==> src/rtl/mem_write_buffer_pkg.sv <==
// Shared types for the posted-write buffer: CPU word type, queue entry and pmem FSM states.
// Optional store-to-load forwarding is enabled by defining WBUF_FWD_EN.
package rv32i_types;
    typedef logic [31:0] rv32i_word;
endpackage

package wbuf_types;
    import rv32i_types::*;

    localparam int WBUF_DEPTH_DEFAULT = 4;

    typedef struct packed {
        rv32i_word   addr;
        rv32i_word   data;
        logic [3:0]  be;
    } wbuf_entry_t;

    typedef enum logic [1:0] {P_IDLE, P_WRITE, P_READ, P_RESP} pstate_t;

    // Word-granular address compare used by forwarding.
    function automatic logic word_match(input rv32i_word a, input rv32i_word b);
        return a[31:2] == b[31:2];
    endfunction
endpackage

==> src/rtl/mem_write_buffer_if.sv <==
// Request/response memory port shared by the CPU side and the pmem side.
// master issues requests, slave answers them with a 1-cycle resp.
interface mem_write_buffer_if;
    import rv32i_types::*;

    logic       read;
    logic       write;
    logic [3:0] byte_enable;
    rv32i_word  address;
    rv32i_word  wdata;
    logic       resp;
    rv32i_word  rdata;

    modport master (output read, write, byte_enable, address, wdata, input resp, rdata);
    modport slave  (input read, write, byte_enable, address, wdata, output resp, rdata);
endinterface

==> src/rtl/mem_write_buffer_fifo.sv <==
// Store queue for the write buffer: circular storage, head/tail pointers and occupancy count.
// With WBUF_FWD_EN defined it also exposes every entry, a valid mask and the head pointer.
module wbuf_fifo
    import wbuf_types::*;
#(
    parameter int DEPTH = WBUF_DEPTH_DEFAULT,
    localparam int PW = $clog2(DEPTH)
) (
    input  logic        clk,
    input  logic        rst,
    input  logic        push_i,
    input  logic        pop_i,
    input  wbuf_entry_t din_i,
    output wbuf_entry_t head_o,
    output logic        full_o,
    output logic        empty_o
`ifdef WBUF_FWD_EN
    ,
    output wbuf_entry_t      entries_o [DEPTH],
    output logic [DEPTH-1:0] valid_o,
    output logic [PW-1:0]    head_ptr_o
`endif
);
    wbuf_entry_t   mem_q [DEPTH];
    logic [PW-1:0] head_q, tail_q;
    logic [PW:0]   count_q;
    logic          do_push, do_pop;

    assign full_o  = (count_q == (PW+1)'(DEPTH));
    assign empty_o = (count_q == '0);
    assign do_push = push_i && !full_o;
    assign do_pop  = pop_i && !empty_o;
    assign head_o  = mem_q[head_q];

    always_ff @(posedge clk) begin
        if (do_push) mem_q[tail_q] <= din_i;
    end

    always_ff @(posedge clk) begin
        if (!rst) begin
            head_q  <= '0;
            tail_q  <= '0;
            count_q <= '0;
        end else begin
            if (do_push) tail_q <= tail_q + 1'b1;
            if (do_pop)  head_q <= head_q + 1'b1;
            case ({do_push, do_pop})
                2'b10:   count_q <= count_q + 1'b1;
                2'b01:   count_q <= count_q - 1'b1;
                default: ;
            endcase
        end
    end

`ifdef WBUF_FWD_EN
    // A slot is live when its age behind the head is below the count.
    always_comb begin
        valid_o = '0;
        for (int i = 0; i < DEPTH; i++)
            valid_o[i] = {1'b0, PW'(i) - head_q} < count_q;
    end
    assign entries_o  = mem_q;
    assign head_ptr_o = head_q;
`endif
endmodule

==> src/rtl/mem_write_buffer.sv <==
// Posted-write buffer between the CPU memory port and pmem: stores are acked on enqueue and
// drained in order; loads wait for an empty queue. WBUF_FWD_EN adds store-to-load forwarding.
module mem_write_buffer
    import rv32i_types::*;
    import wbuf_types::*;
#(
    parameter int DEPTH = WBUF_DEPTH_DEFAULT
) (
    input  logic               clk,
    input  logic               rst,
    mem_write_buffer_if.slave  cpu,
    mem_write_buffer_if.master pmem
);
    localparam int PW = $clog2(DEPTH);

    pstate_t     state_q, state_d;
    logic        ack_q, ack_d;
    rv32i_word   rdata_q, rdata_d;
    logic        cpu_resp, push, pop, full, empty;
    logic        fwd_hit, fwd_take;
    rv32i_word   fwd_data;
    wbuf_entry_t head, din;

    assign cpu_resp  = ack_q || (state_q == P_RESP);
    assign cpu.resp  = cpu_resp;
    assign cpu.rdata = rdata_q;

    assign push = cpu.write && !full && !cpu_resp;
    assign din  = '{addr: cpu.address, data: cpu.wdata, be: cpu.byte_enable};

`ifdef WBUF_FWD_EN
    wbuf_entry_t      entries [DEPTH];
    logic [DEPTH-1:0] valid;
    logic [PW-1:0]    head_ptr, idx;
    logic             m_found;
    wbuf_entry_t      m_ent;

    // Walk oldest to youngest so the last match left standing is the youngest one.
    always_comb begin
        m_found = 1'b0;
        m_ent   = '0;
        idx     = '0;
        for (int k = 0; k < DEPTH; k++) begin
            idx = head_ptr + PW'(k);
            if (valid[idx] && word_match(entries[idx].addr, cpu.address)) begin
                m_found = 1'b1;
                m_ent   = entries[idx];
            end
        end
    end
    assign fwd_hit  = m_found && (m_ent.be == 4'hF);
    assign fwd_data = m_ent.data;
`else
    assign fwd_hit  = 1'b0;
    assign fwd_data = '0;
`endif

    // Forwarding also works while a drain is in flight, so a stalled pmem never blocks a hit.
    assign fwd_take = fwd_hit && cpu.read && !cpu_resp && (state_q inside {P_IDLE, P_WRITE});
    assign ack_d    = push || fwd_take;

    wbuf_fifo #(.DEPTH(DEPTH)) u_fifo (
        .clk        (clk),
        .rst        (rst),
        .push_i     (push),
        .pop_i      (pop),
        .din_i      (din),
        .head_o     (head),
        .full_o     (full),
        .empty_o    (empty)
`ifdef WBUF_FWD_EN
        ,
        .entries_o  (entries),
        .valid_o    (valid),
        .head_ptr_o (head_ptr)
`endif
    );

    always_comb begin
        state_d          = state_q;
        rdata_d          = rdata_q;
        pop              = 1'b0;
        pmem.read        = 1'b0;
        pmem.write       = 1'b0;
        pmem.byte_enable = '0;
        pmem.address     = '0;
        pmem.wdata       = '0;
        if (fwd_take) rdata_d = fwd_data;
        unique case (state_q)
            P_IDLE: begin
                if (!empty)                     state_d = P_WRITE;
                else if (cpu.read && !cpu_resp) state_d = P_READ;
            end
            P_WRITE: begin
                pmem.write       = 1'b1;
                pmem.address     = head.addr;
                pmem.wdata       = head.data;
                pmem.byte_enable = head.be;
                if (pmem.resp) begin
                    pop     = 1'b1;
                    state_d = P_IDLE;
                end
            end
            P_READ: begin
                pmem.read        = 1'b1;
                pmem.address     = cpu.address;
                pmem.byte_enable = 4'hF;
                if (pmem.resp) begin
                    rdata_d = pmem.rdata;
                    state_d = P_RESP;
                end
            end
            P_RESP:  state_d = P_IDLE;
            default: state_d = P_IDLE;
        endcase
    end

    always_ff @(posedge clk) begin
        if (!rst) begin
            state_q <= P_IDLE;
            ack_q   <= 1'b0;
            rdata_q <= '0;
        end else begin
            state_q <= state_d;
            ack_q   <= ack_d;
            rdata_q <= rdata_d;
        end
    end
endmodule

==> src/flat_wrapper.sv <==
// flat-port wrapper written by rule: the top's interface ports become plain ports
module mem_write_buffer_flat import rv32i_types::*; import wbuf_types::*;
#(
    parameter int DEPTH = WBUF_DEPTH_DEFAULT
)
  (clk, rst, cpu_read, cpu_write, cpu_byte_enable, cpu_address, cpu_wdata, cpu_resp, cpu_rdata, pmem_read, pmem_write, pmem_byte_enable, pmem_address, pmem_wdata, pmem_resp, pmem_rdata);
  mem_write_buffer_if cpu_i ();
  mem_write_buffer_if pmem_i ();
  input  logic clk;
  input  logic rst;
  input wire logic [$bits(cpu_i.read)-1:0] cpu_read;
  input wire logic [$bits(cpu_i.write)-1:0] cpu_write;
  input wire logic [$bits(cpu_i.byte_enable)-1:0] cpu_byte_enable;
  input wire logic [$bits(cpu_i.address)-1:0] cpu_address;
  input wire logic [$bits(cpu_i.wdata)-1:0] cpu_wdata;
  output wire logic [$bits(cpu_i.resp)-1:0] cpu_resp;
  output wire logic [$bits(cpu_i.rdata)-1:0] cpu_rdata;
  output wire logic [$bits(pmem_i.read)-1:0] pmem_read;
  output wire logic [$bits(pmem_i.write)-1:0] pmem_write;
  output wire logic [$bits(pmem_i.byte_enable)-1:0] pmem_byte_enable;
  output wire logic [$bits(pmem_i.address)-1:0] pmem_address;
  output wire logic [$bits(pmem_i.wdata)-1:0] pmem_wdata;
  input wire logic [$bits(pmem_i.resp)-1:0] pmem_resp;
  input wire logic [$bits(pmem_i.rdata)-1:0] pmem_rdata;
  assign cpu_i.read = cpu_read;
  assign cpu_i.write = cpu_write;
  assign cpu_i.byte_enable = cpu_byte_enable;
  assign cpu_i.address = cpu_address;
  assign cpu_i.wdata = cpu_wdata;
  assign cpu_resp = cpu_i.resp;
  assign cpu_rdata = cpu_i.rdata;
  assign pmem_read = pmem_i.read;
  assign pmem_write = pmem_i.write;
  assign pmem_byte_enable = pmem_i.byte_enable;
  assign pmem_address = pmem_i.address;
  assign pmem_wdata = pmem_i.wdata;
  assign pmem_i.resp = pmem_resp;
  assign pmem_i.rdata = pmem_rdata;
  mem_write_buffer #(.DEPTH(DEPTH)) u_core (.clk(clk), .rst(rst), .cpu(cpu_i), .pmem(pmem_i));
endmodule
==> config.mk <==
export PLATFORM = sky130hd
export DESIGN_NAME = mem_write_buffer_flat
export DESIGN_NICKNAME = d
export VERILOG_FILES = /design/src/rtl/mem_write_buffer_pkg.sv /design/src/rtl/mem_write_buffer_if.sv /design/src/rtl/mem_write_buffer_fifo.sv /design/src/rtl/mem_write_buffer.sv /design/src/flat_wrapper.sv
export SDC_FILE = /design/constraint.sdc
export NUM_CORES = 1
export LEC_CHECK = 0
export BUFFER_PORTS_ARGS = -buffer_cell sky130_fd_sc_hd__buf_4
export CAP_MARGIN = 20
export CORE_MARGIN = 4
export CORE_UTILIZATION = 56
export DETAILED_ROUTE_END_ITERATION = 12
export GPL_TIMING_DRIVEN = 0
export PLACE_DENSITY = 0.85
export SLEW_MARGIN = 20
export SYNTH_ARGS = -nofsm -noshare
export SYNTH_HDL_FRONTEND = slang
export SYNTH_HIERARCHICAL = 1
export SYNTH_SLANG_ARGS = --single-unit
==> constraint.sdc <==
create_clock -name clk -period 3.8 [get_ports clk]
set_input_delay 0.19 -clock clk [delete_from_list [all_inputs] [get_ports clk]]
set_output_delay 0.19 -clock clk [all_outputs]
set_load 0.005 [all_outputs]
==> results of run 1 <==
-- layout by cell type, fill, tap and decap left out, types with 2 or more instances in the layout --
cell type,n
mux2i_1,4
buf_16,4
a22oi_1,32
clkinv_2,9
inv_1,8
clkinv_1,7
bufinv_16,4
nor3b_1,2
buf_4,216
ha_1,10
clkbuf_1,18
buf_2,14
and2_1,37
and2_4,4
clkbuf_16,31
dfxtp_1,44
mux4_2,68
buf_12,3
nand2_1,77
nor2b_1,38
or3_1,2
a21oi_1,4
dlygate4sd3_1,107
a21boi_0,4
a21boi_1,30
edfxtp_1,272
o21ai_0,4
-- cells by family (layout without fill, tap and decap cells) --
family                   after synthesis  in the layout  synth area share (%)
flip-flops                           316            316                  72.3
AND/OR/NAND/NOR                      165            165                  6.83
AO/OA/AOI/OAI                         77             77                  4.48
multiplexers                          73             73                  12.6
buffers and inverters                 52            427                  2.46
adder cells (fa/ha/maj)               11             11                  1.16
XOR/XNOR                               2              2                 0.140
other                                  0              1                     0
-- state kept, by name, indices dropped and copies added, names as in the netlist, named ones only --
signal,count
u_core/u_fifo/mem_q,272
u_core/cpu.rdata,32
u_core/u_fifo/count_q,3
u_core/state_q,2
u_core/u_fifo/head_q,2
u_core/u_fifo/tail_q,2
u_core/ack_q,1
-- cell type report --
type                    count  area, µm²  share of cell area (%)
multi-input cells         328       3170                    19.1
inverters                   8       30.0                   0.181
clock inverters            24        234                    1.41
clock buffers              34        787                    4.73
plain buffers              44        278                    1.67
diodes                      1       2.50                  0.0150
repair buffers            317       2730                    16.4
well taps                 280        350                    2.11
flip-flops and latches    316       9050                    54.4
-- worst min path at each step --
stage,startpoint,endpoint,slack (ps),cells after the start
floorplan,cpu_byte_enable[0],u_core/u_fifo/mem_q[0][0],290,0
CTS,cpu_write,u_core/ack_q,30,3
global placement,cpu_wdata[23],u_core/u_fifo/mem_q[2][27],390,1
finish,cpu_write,u_core/ack_q,40,3
detailed placement,cpu_wdata[9],u_core/u_fifo/mem_q[0][13],390,1
global route,cpu_write,u_core/ack_q,90,3
-- layer usage --
metal  share of wire [%]  routed length [µm]  global-route usage [%]  vias up
li1                    -                   -                       -     3393
met3                 8.2                2520                    5.11       63
met5                   0                   0                       0        -
met2                  51               15800                    43.9      365
met1                  37               11400                    31.1     3809
met4                 3.6                1100                    8.19        0
-- worst max-delay path: cells and delay by family (launching register included) --
family / cells / cell delay (ps)
adder cells (fa/ha/maj): 3 / 750
flip-flops: 1 / 340
AO/OA/AOI/OAI: 1 / 160
buffers and inverters: 4 / 890
AND/OR/NAND/NOR: 3 / 790
XOR/XNOR: 1 / 160
-- through the flow --
stage	TNS [ps]	utilization [%]	hold WS (ps)	power [W]	area, µm²
after global placement	-254170	65.8	390	0.00579	14400
after CTS	0	75.9	32.0	0.00897	16600
after floorplan	0	-	289	0.00510	12500
after global routing	0	76.0	90.6	0.00932	16600
after detailed placement	0	66.4	393	0.00584	14500
final	0	76.0	43.9	0.00895	16600
-- power groups by stage --
stage | clock, W | sequential [W] | combinational (W)
after floorplan | 0 | 0.00423 | 0.000868
after global placement | 0 | 0.00426 | 0.00153
after detailed placement | 0 | 0.00425 | 0.00159
after CTS | 0.00309 | 0.00418 | 0.00170
after global routing | 0.00326 | 0.00420 | 0.00186
final | 0.00306 | 0.00418 | 0.00171
-- repair_timing --
item	4_1_cts	5_1_grt
endpoints found under the hold margin	312	0
setup buffers	0	0
hold buffers	107	0
setup endpoints to repair	0	0
==> results, run 1 <==
- Following the worst setup path forward leads to its endpoint at u_core/u_fifo/count_q[2].
- For this run, design rule violations remaining after detail routing come to 0.
- The internal reg-to-reg setup slack is 650 ps.
- STA classifies the critical path endpoint as a flop.
- After synthesis, the cell types taking the most area are edfxtp_1 (65%), mux4_2 (12%), dfxtp_1 (7.0%).
- The final net count is 1,162.
- For this configuration, the core starts out at a cell density of 57.2%.
- The source of the worst register-to-register timing path is u_core/state_q[1].
- STA puts the critical path data arrival time at 3630 ps.
- After detailed routing, the average wire length per cell comes to 22.8 µm.
- At the end of routability-driven placement, the weighted congestion stood at 0.801.
- The latest clock arrival within the worst-skew pair is 570 ps.
- Counting the buffers created by CTS gives 31.
- The internal power of the cells totals 0.00670 W.
- The final hold violation count is 0.
- The number of synthesis warnings is 6.
- The share of the yosys chip area belonging to registers is 72.3%.
- The most common cell in the synthesized netlist is edfxtp_1.
- The total routing usage reported by global routing is 24.9%.
- The netlist area before placement is 12,500 µm².
- The via count is 7,630.
- The global-route congestion overflow total is 0.
- The number of cells on the worst reg-to-reg path is 12.
- The least setup slack across all paths after layout is 650 ps.
- In the final layout, the share of cells above drive strength 1 is 34.0%.
- At the pin with the least slew margin, the transition time is 712 ps.
- The post-layout instance count excluding filler cells is 1,352.
- The number of setup violations in the final report is 0.
- Counting distinct cell types in the post-synthesis netlist gives 34.
- The final layout contains routed wiring with a total length of 30,800 µm.
- Counting flops and latches in the post-synthesis netlist gives 316.
- The most critical setup path has its startpoint at u_core/state_q[1].
- The average instance area after synthesis is 18.0 µm².
- The region available for standard cell placement spans 21,900 µm².
- The post-place setup slack is 608 ps.
- Across the run, the number of max-cap violations was 0.
- The synthesized design devotes to its leading area cell type 65.3% of total area.
- Across the VDD grid, the largest voltage drop is 0.479 mV.
- For this design, the slowest cell found on the critical path is clkbuf_1.
- The first detailed-routing pass took 5 iterations.
- The number of standard cells after synthesis is 696.
- The critical path is of the flop to flop type.
- The worst path in the final design needs a cycle of 3150 ps, including I/O delays and setup.
- Sequential cells burn 46.7% of the power.
- The cell taking the most area after synthesis is edfxtp_1.
- The endpoint identified for the worst register-to-register timing path is u_core/u_fifo/count_q[2].
- The fraction of power consumed by the clock network is 34.2%.
- The floorplan step defined a die boundary enclosing 24,800 µm².
- The async set-or-reset flop fraction in the synthesized netlist is 0%.
- The worst setup path is launched from a flop.
- The final critical path takes up 82.9% of the cycle.
- Dividing the detail-routed via count by the number of cells gives 5.64.
- The count of fill cells added during filler insertion is 1,182.
- On the worst path, the slowest cell contributes a delay of 480 ps.
- Static timing analysis puts the maximum clock frequency at 317 MHz.
- Counting instances in the post-synthesis netlist gives the leading cell types as edfxtp_1 (272), nand2_1 (77), mux4_2 (68).
- The number of global-route vias before repair is 8,238.
- The initial detailed-routing violation count is 624.
- In this run the count of I/O pins placed on the die edge is 208.
- The die outline width is 158 µm.
- Per report_power, the combinational group accounts for 19.1% of the total.
- The number of antenna violations at the first check in global routing is 1.
- The clock transition time at the flip-flop clock pins of the worst setup and hold paths is 60 ps.
- From synthesis to final layout, the design area changed by 32.8%.
- The flow ran to the end, and the final reports show no timing, DRC or antenna violations.
- After floorplanning, the core was divided into 54 placement rows.
- The TritonCTS clock tree is built.
- The worst clock skew is 22.0 ps.
- In this run the deepest clock path goes through 3 buffers.
- Net switching is 25.2% of the power.
- Along the worst path, the maximum fanout reaches 10.
- Among all flip-flop cells after synthesis, the most frequent one is edfxtp_1.
- The number of nets in the synthesized netlist is 812.
- Traced cell by cell, the critical path runs through inv_1 > ha_1 > buf_2 > clkbuf_1 > and2_1 > nor2b_1 > ha_1 > inv_1 > fa_1 > xor2_1 > or3_1 > a21boi_0.
- For this design the ratio of total power to cell area is 538 nW/µm².
- The depth of the CTS H-tree is 1.
- The number of port buffers is 206.
- The count of pins over their slew limit is 0.
- The number of placed cells counting well taps is 1,186.
- In this run the vertical extent of the chip is 158 µm.
- The TritonCTS sink count is 316.
- CTS placed an instance of clkbuf_16 at the clock tree root.
- The first global-routing pass estimated 47,100 µm of wire.
- The worst hold path belongs to the class primary input to flop.
- The number of nets with antenna violations after routing is 0.
- Entering global routing, the biggest net connects 48 pins.
- The headroom to the max-slew limit is 52.5%.
- The HPWL after detailed placement is 18,000 µm.
- The total of cells resized after clock tree synthesis is 0.
- The required time reported for the critical path endpoint is 4280 ps.
- The switching power summed over all nets is 0.00225 W.
- The standby leakage power is 5.94 nW.
- Setup repair after global routing left no endpoint under its margin.
- The number of synthesized flops with an enable pin is 272.
No activity file was read; power rests on OpenSTA's default activity.
==> inputs of run 2 (changes only) <==
==> constraint.sdc (replaced) <==
create_clock -name clk -period 3.1 [get_ports clk]
set_input_delay 0.155 -clock clk [delete_from_list [all_inputs] [get_ports clk]]
set_output_delay 0.155 -clock clk [all_outputs]
set_load 0.005 [all_outputs]
==> run 2 against run 1 <==
Sequential power up 23%. Sequential share of layout area down 0.22 points. Non-clock buffer count unchanged. Total power up 25%. Register-to-register slack worse by 420 ps. Design area up 0.41%. Clock power up 30%. Clock-buffer cell count down 3. Cell count about the same. Sequential cell count unchanged. Die area unchanged. Maximum frequency up 9.8%.
==> results, run 2 (same netlist as run 1, synthesis figures left out) <==
- The die outline width is 158 µm (unchanged).
- The worst ir drop on vdd was 0.564 mV (+18%).
- The wire length of the first global-routing pass is 46,300 µm (-1.7%).
- The post-CTS setup repair buffer count was 0 (unchanged).
- The vertical extent of the die is 158 µm (unchanged).
- The total of cells resized after clock tree synthesis was 0 (unchanged).
- The starting density of the core is 57.2% (unchanged).
- TritonCTS built the clock tree.
- The required time reported for the critical path endpoint came to 3550 ps (-730 ps).
- The latest clock arrival within the worst-skew pair was 550 ps (-20 ps).
- The average detailed-routed wire length per instance is 22.4 µm (-1.6%).
- The via count was 7,638 (+0.10%).
- The standby leakage power is 5.97 nW (+0.39%).
- The number of setup violations in the final report is 0 (unchanged).
- The top cell types in the final layout, fill and taps aside, are edfxtp_1 (272), buf_4 (216), dlygate4sd3_1 (108).
- The final weighted congestion in routability-driven placement came to 0.763 (-4.8%).
- The HPWL after detailed placement was 17,300 µm (-3.7%).
- The total routing usage reported by global routing was 24.2% (-0.67 points).
- The area of the die was 24,800 µm² (unchanged).
- The power density of the placed cells was 671 nW/µm² (+25%).
- The TritonCTS sink count is 316 (unchanged).
- The total core area is 21,900 µm² (unchanged).
- The data arrival time at the worst-slack endpoint came to 3320 ps (-310 ps).
- The sum of routed wire length over all layers was 30,300 µm (-1.5%).
- The maximum fanout count along the critical path is 16 (+6).
- The run finished with clean final reports.
- The measured slew at the worst slew-check pin was 692 ps (-19.8 ps).
- The worst clock skew was 18.7 ps (-3.31 ps).
- The number of nets with antenna violations after routing is 0 (unchanged).
- The most common cell after layout, fill and taps aside is edfxtp_1.
- The number of flip-flops under the largest register name was 272 (unchanged).
- The global-route congestion overflow total is 0 (unchanged).
- The boundary pin count is 208 (unchanged).
- The number of CTS-inserted buffers is 31 (unchanged).
- The depth of the CTS H-tree is 1 (unchanged).
- The number of port buffers came to 206 (unchanged).
- The setup TNS after final layout came to 0 ps (unchanged).
- The share of the clock period used by the worst path after layout is 92.5% (+9.6 points).
- The number of global-route vias before repair is 8,168 (-0.85%).
- The type of the worst setup path is flop to flop.
- The fraction of final layout cells with drive strength greater than 1 is 34.3% (+0.28 points).
- Setup repair after global routing left no endpoint under its margin.
- The count of pins over their slew limit came to 0 (unchanged).
- The tree is rooted in a clkbuf_16.
- The DRC violation count after routing came to 0 (unchanged).
- The number of antenna violations at the first check in global routing is 2 (+1).
- The row count is 54 (unchanged).
- Relative to the synthesized area, the layout overhead comes to 33.4%.
- The fmax is 349 MHz (+9.8%).
- The first-pass iteration count of the detailed router came to 5 (unchanged).
- The total power consumption of the routed design was 0.0112 W (+25%).
- Counting flops per register, the top entry is u_core/u_fifo/mem_q.
- The initial detailed-routing violation count came to 522 (-16%).
- The pin count of the biggest net entering global routing was 45 (-6.3%).
- The startpoint type of the worst setup path is a flop.
- The tightest min-delay check is of the primary input to flop type.
- The worst setup path is captured at a flop.
- The headroom to the max-slew limit came to 53.8% (+1.3 points).
- The final hold violation count was 0 (unchanged).
- The max capacitance violation total came to 0 (unchanged).
- The clock transition time at the flip-flop clock pins of the worst setup and hold paths is 70 ps (about the same).
- The final net count is 1,162 (unchanged).
- The average via count per standard cell is 5.65 (about the same).
- The maximum count of clock buffers along a single path is 3 (unchanged).
- The clock period minus worst slack was 2870 ps (-281 ps).
[run 2: path summary, 6_finish.rpt]
path / to / start / depth (start not counted) / slack, ps
hold reg to reg: u_core/cpu.rdata[8] / u_core/cpu.rdata[8] / 2 / 460
hold / removal: u_core/state_q[1] / cpu_read / 4 / 290
setup reg to reg: u_core/u_fifo/count_q[2] / u_core/state_q[1] / 11 / 230
setup / recovery: u_core/u_fifo/count_q[2] / u_core/state_q[1] / 11 / 230
[run 2: area by class of cell]
class | count | area [µm²]
flip-flops and latches | 316 | 9050
repair buffers | 318 | 2720
fillers | 1175 | 5190
inverters | 8 | 30.0
clock buffers | 31 | 776
plain buffers | 43 | 274
multi-input cells | 328 | 3170
well taps | 280 | 350
clock inverters | 27 | 320
diodes | 2 | 5.00
[run 2: what timing repair did]
action                     4_1_cts  5_1_grt
hold endpoints to repair       315        0
hold buffers                   108        0
setup endpoints to repair        1        0
[run 2: worst max-delay path, stage by stage (launching register included)]
cell      delay [ps]
dfxtp_1          360
inv_1            130
ha_1             170
buf_2            350
and2_1           220
nor2b_1          220
ha_1             220
inv_1             60
fa_1             370
xor2_1           160
or3_1            300
a21boi_0         200
[run 2: per-layer routing]
layer,track usage [%],up-vias,share of wire [%]
li1,-,3393,-
met1,31.5,3841,39
met2,42.8,348,52
met3,4.26,56,7.4
met4,6.35,0,1.9
met5,0,-,0
[run 2: through the flow]
step / util [%] / std cells / setup WS (ps) / instance area [µm²] / hold slack [ps]
final: 76.3 / 1353 / 231 / 16700 / 286
after global routing: 76.3 / 1353 / 27.9 / 16700 / 268
after CTS: 76.3 / 1351 / 293 / 16700 / 179
after detailed placement: 66.3 / 1186 / -96.6 / 14500 / 359
after global placement: 65.9 / 1182 / -321 / 14400 / 355
after floorplan: - / 696 / 413 / 12500 / 254
[run 2: where the power goes]
part | switching, W | total (W) | internal [W] | leakage, nW
logic | 0.00105 | 0.00208 | 0.00103 | 2.59
registers | 0.000126 | 0.00513 | 0.00500 | 2.84
clock network | 0.00158 | 0.00399 | 0.00241 | 0.533
==> inputs of run 3 (changes only) <==
--- a/config.mk
+++ b/config.mk
@@ -8,10 +8,10 @@
 export BUFFER_PORTS_ARGS = -buffer_cell sky130_fd_sc_hd__buf_4
 export CAP_MARGIN = 20
 export CORE_MARGIN = 4
-export CORE_UTILIZATION = 56
+export CORE_UTILIZATION = 60
 export DETAILED_ROUTE_END_ITERATION = 12
 export GPL_TIMING_DRIVEN = 0
-export PLACE_DENSITY = 0.85
+export PLACE_DENSITY = 0.9
 export SLEW_MARGIN = 20
 export SYNTH_ARGS = -nofsm -noshare
 export SYNTH_HDL_FRONTEND = slang
==> constraint.sdc (replaced) <==
create_clock -name clk -period 3.3 [get_ports clk]
set_input_delay 0.165 -clock clk [delete_from_list [all_inputs] [get_ports clk]]
set_output_delay 0.165 -clock clk [all_outputs]
set_load 0.005 [all_outputs]
==> run 3 against run 2 <==
Worst hold slack lost 41 ps. Combinational power shrank 5%. Clock skew shrank 8.2 ps. Die area shrank 6.3%. First-iteration DRC count grew 30%. Utilization grew 5.1 points. Design area shrank 0.73%. Register-to-register slack gained 260 ps. Clock power shrank 13%. Critical endpoint unchanged. Largest power group unchanged.
==> results, run 3 (same netlist as run 1, synthesis figures left out) <==
- The cell area after layout is 16,600 µm² (-0.73%).
- The first-pass iteration count of the detailed router is 5 (unchanged).
- The final net count was 1,162 (unchanged).
- The run finished with clean final reports.
- The initial detailed-routing violation count is 681 (+30%).
- The vertical extent of the die came to 152 µm (-3.2%).
- The number of cells on the worst reg-to-reg path is 11 (unchanged).
- The number of global-route vias before repair is 8,479 (+3.8%).
- The latest clock arrival within the worst-skew pair is 540 ps (about the same).
- The max capacitance violation total is 0 (unchanged).
- The least setup slack across all paths after layout came to 490 ps (+259 ps).
- The average detailed-routed wire length per instance is 23.5 µm (+4.8%).
- The data arrival time at the worst-slack endpoint is 3260 ps (-60 ps).
- The final weighted congestion in routability-driven placement is 0.775 (+1.5%).
- The source of the worst register-to-register timing path is u_core/state_q[1].
- The fraction of final layout cells with drive strength greater than 1 is 33.5% (-0.75 points).
- The DRC violation count after routing was 0 (unchanged).
- The internal reg-to-reg setup slack is 490 ps (+260 ps).
- Leaving out fill and tap cells, the most frequent cells in the layout are edfxtp_1 (272), buf_4 (216), dlygate4sd3_1 (108).
- The number of placed cells counting well taps is 1,176 (-0.84%).
- The worst ir drop on vdd is 0.554 mV (-1.7%).
- The worst min-delay path category is primary input to flop.
- The die outline width was 152 µm (-3.2%).
- The cell sitting at the root of the clock tree is a clkbuf_16.
- The endpoint identified for the worst register-to-register timing path is u_core/u_fifo/count_q[2].
- The number of CTS-inserted buffers is 31 (unchanged).
- The total of cells resized after clock tree synthesis is 0 (unchanged).
- The starting density of the core came to 61.5% (+4.3 points).
- The post-layout instance count excluding filler cells is 1,341 (-0.89%).
- The type of the worst setup path is flop to flop.
- The pin count of the biggest net entering global routing is 40 (-11%).
- The total routing usage reported by global routing is 27.2% (+3.0 points).
- The global-route congestion overflow total is 0 (unchanged).
- The number of setup violations in the final report is 0 (unchanged).
- The fmax is 356 MHz (+2.1%).
- The number of nets with antenna violations after routing was 0 (unchanged).
- The utilization after layout is 81.4% (+5.1 points).
- TritonCTS built the clock tree.
- The boundary pin count is 208 (unchanged).
- The via count was 7,785 (+1.9%).
- The share of the clock period used by the worst path after layout is 85.2% (-7.4 points).
- The power density of the placed cells is 619 nW/µm² (-7.7%).
- The clock period minus worst slack is 2810 ps (-58.6 ps).
- The headroom to the max-slew limit is 51.1% (-2.7 points).
- The clock transition time at the flip-flop clock pins of the worst setup and hold paths is 60 ps (about the same).
- The sum of routed wire length over all layers is 31,500 µm (+3.8%).
- The register with the most flip-flops is u_core/u_fifo/mem_q.
- The library cell used most frequently in the layout, excluding fill and tap cells, is edfxtp_1.
- The wire length of the first global-routing pass is 49,500 µm (+6.9%).
- The worst hold path terminates at u_core/state_q[1].
- The required time reported for the critical path endpoint is 3750 ps (+200 ps).
- The number of flip-flops under the largest register name was 272 (unchanged).
- Setup repair after global routing left no endpoint under its margin.
- The final hold violation count was 0 (unchanged).
- The worst clock skew is 10.4 ps (-8.24 ps).
- The maximum count of clock buffers along a single path is 3 (unchanged).
- The count of inserted antenna diode cells is 0 (-2).
- The area of the die is 23,200 µm² (-6.3%).
- The measured slew at the worst slew-check pin is 733 ps (+41.1 ps).
- The post-place setup slack is 160 ps (+257 ps).
- The startpoint identified for the worst hold timing path is cpu_read.
- The HPWL after detailed placement is 17,300 µm (-0.27%).
- The maximum fanout count along the critical path is 16 (unchanged).
- The count of fill cells added during filler insertion is 928 (-21%).
- The count of pins over their slew limit came to 0 (unchanged).
- The row count was 52 (-3.7%).
- The standby leakage power came to 5.92 nW (-0.81%).
- From synthesis to final layout, the design area changed by 32.4%.
- The total core area is 20,400 µm² (-7.0%).
- The number of antenna violations at the first check in global routing was 1 (-1).
- The average via count per standard cell was 5.81 (+2.8%).
- The depth of the CTS H-tree is 1 (unchanged).
- The TritonCTS sink count is 316 (unchanged).
- The placed standard-cell area is 14,500 µm² (-0.14%).
- The number of port buffers is 206 (unchanged).
- The startpoint type of the worst setup path is a flop.
- The cell count of the worst hold path is 4 (unchanged).
- STA classifies the critical path endpoint as a flop.
[run 3: where the power goes]
part	internal (W)	switching (W)	total, W
combinational	0.000974	0.000999	0.00197
sequential	0.00470	0.000121	0.00482
clock	0.00203	0.00144	0.00346
total	0.00771	0.00256	0.0103
[run 3: cell type report]
type / instances / area, µm² / area share (%)
sequential: 316 / 9050 / 54.6
multi-input combinational: 328 / 3170 / 19.1
timing repair buffer: 318 / 2720 / 16.4
clock buffer: 37 / 798 / 4.82
tap: 270 / 338 / 2.04
buffer: 43 / 274 / 1.65
clock inverter: 21 / 200 / 1.21
inverter: 8 / 30.0 / 0.181
[run 3: routing by layer]
metal	track usage [%]	up-vias	routed length [µm]
met4	6.96	2	658
met2	48.2	424	16600
met1	34.5	3918	11400
met3	6.05	61	2800
met5	0	-	13
li1	-	3380	-
[run 3: what timing repair did]
| item | in CTS | in global routing |
|---|---|---|
| endpoints found under the setup margin | 0 | 1 |
| buffers inserted | 0 | 0 |
| hold buffers | 108 | 0 |
| hold endpoints to repair | 315 | 0 |
[run 3: how the worst max path moves through the flow]
stage,cells past startpoint,startpoint,endpoint,slack [ps]
floorplan,6,u_core/state_q[0],u_core/u_fifo/mem_q[0][0],610
global placement,6,u_core/state_q[0],u_core/u_fifo/mem_q[1][14],-80
detailed placement,12,u_core/state_q[1],u_core/u_fifo/count_q[2],160
CTS,12,u_core/state_q[1],u_core/u_fifo/count_q[2],130
global route,11,u_core/state_q[1],u_core/u_fifo/count_q[2],240
finish,11,u_core/state_q[1],u_core/u_fifo/count_q[2],490
[run 3: through the flow]
| step | power, W | setup TNS [ps] | hold slack [ps] |
|---|---|---|---|
| 4_1_cts | 0.0102 | 0 | 206 |
| 6_report | 0.0103 | 0 | 245 |
| 2_1_floorplan | 0.00587 | 0 | 264 |
| 3_3_place_gp | 0.00662 | -17690 | 365 |
| 5_1_grt | 0.0107 | 0 | 257 |
| 3_5_place_dp | 0.00670 | 0 | 368 |
[run 3: critical path, stage by stage, from the launching register on]
cell and delay, ps:
dfxtp_1 330, inv_1 110, ha_1 180, buf_2 330, and2_1 220, nor2b_1 220
ha_1 220, inv_1 60, fa_1 380, xor2_1 170, or3_1 300, a21boi_0 200
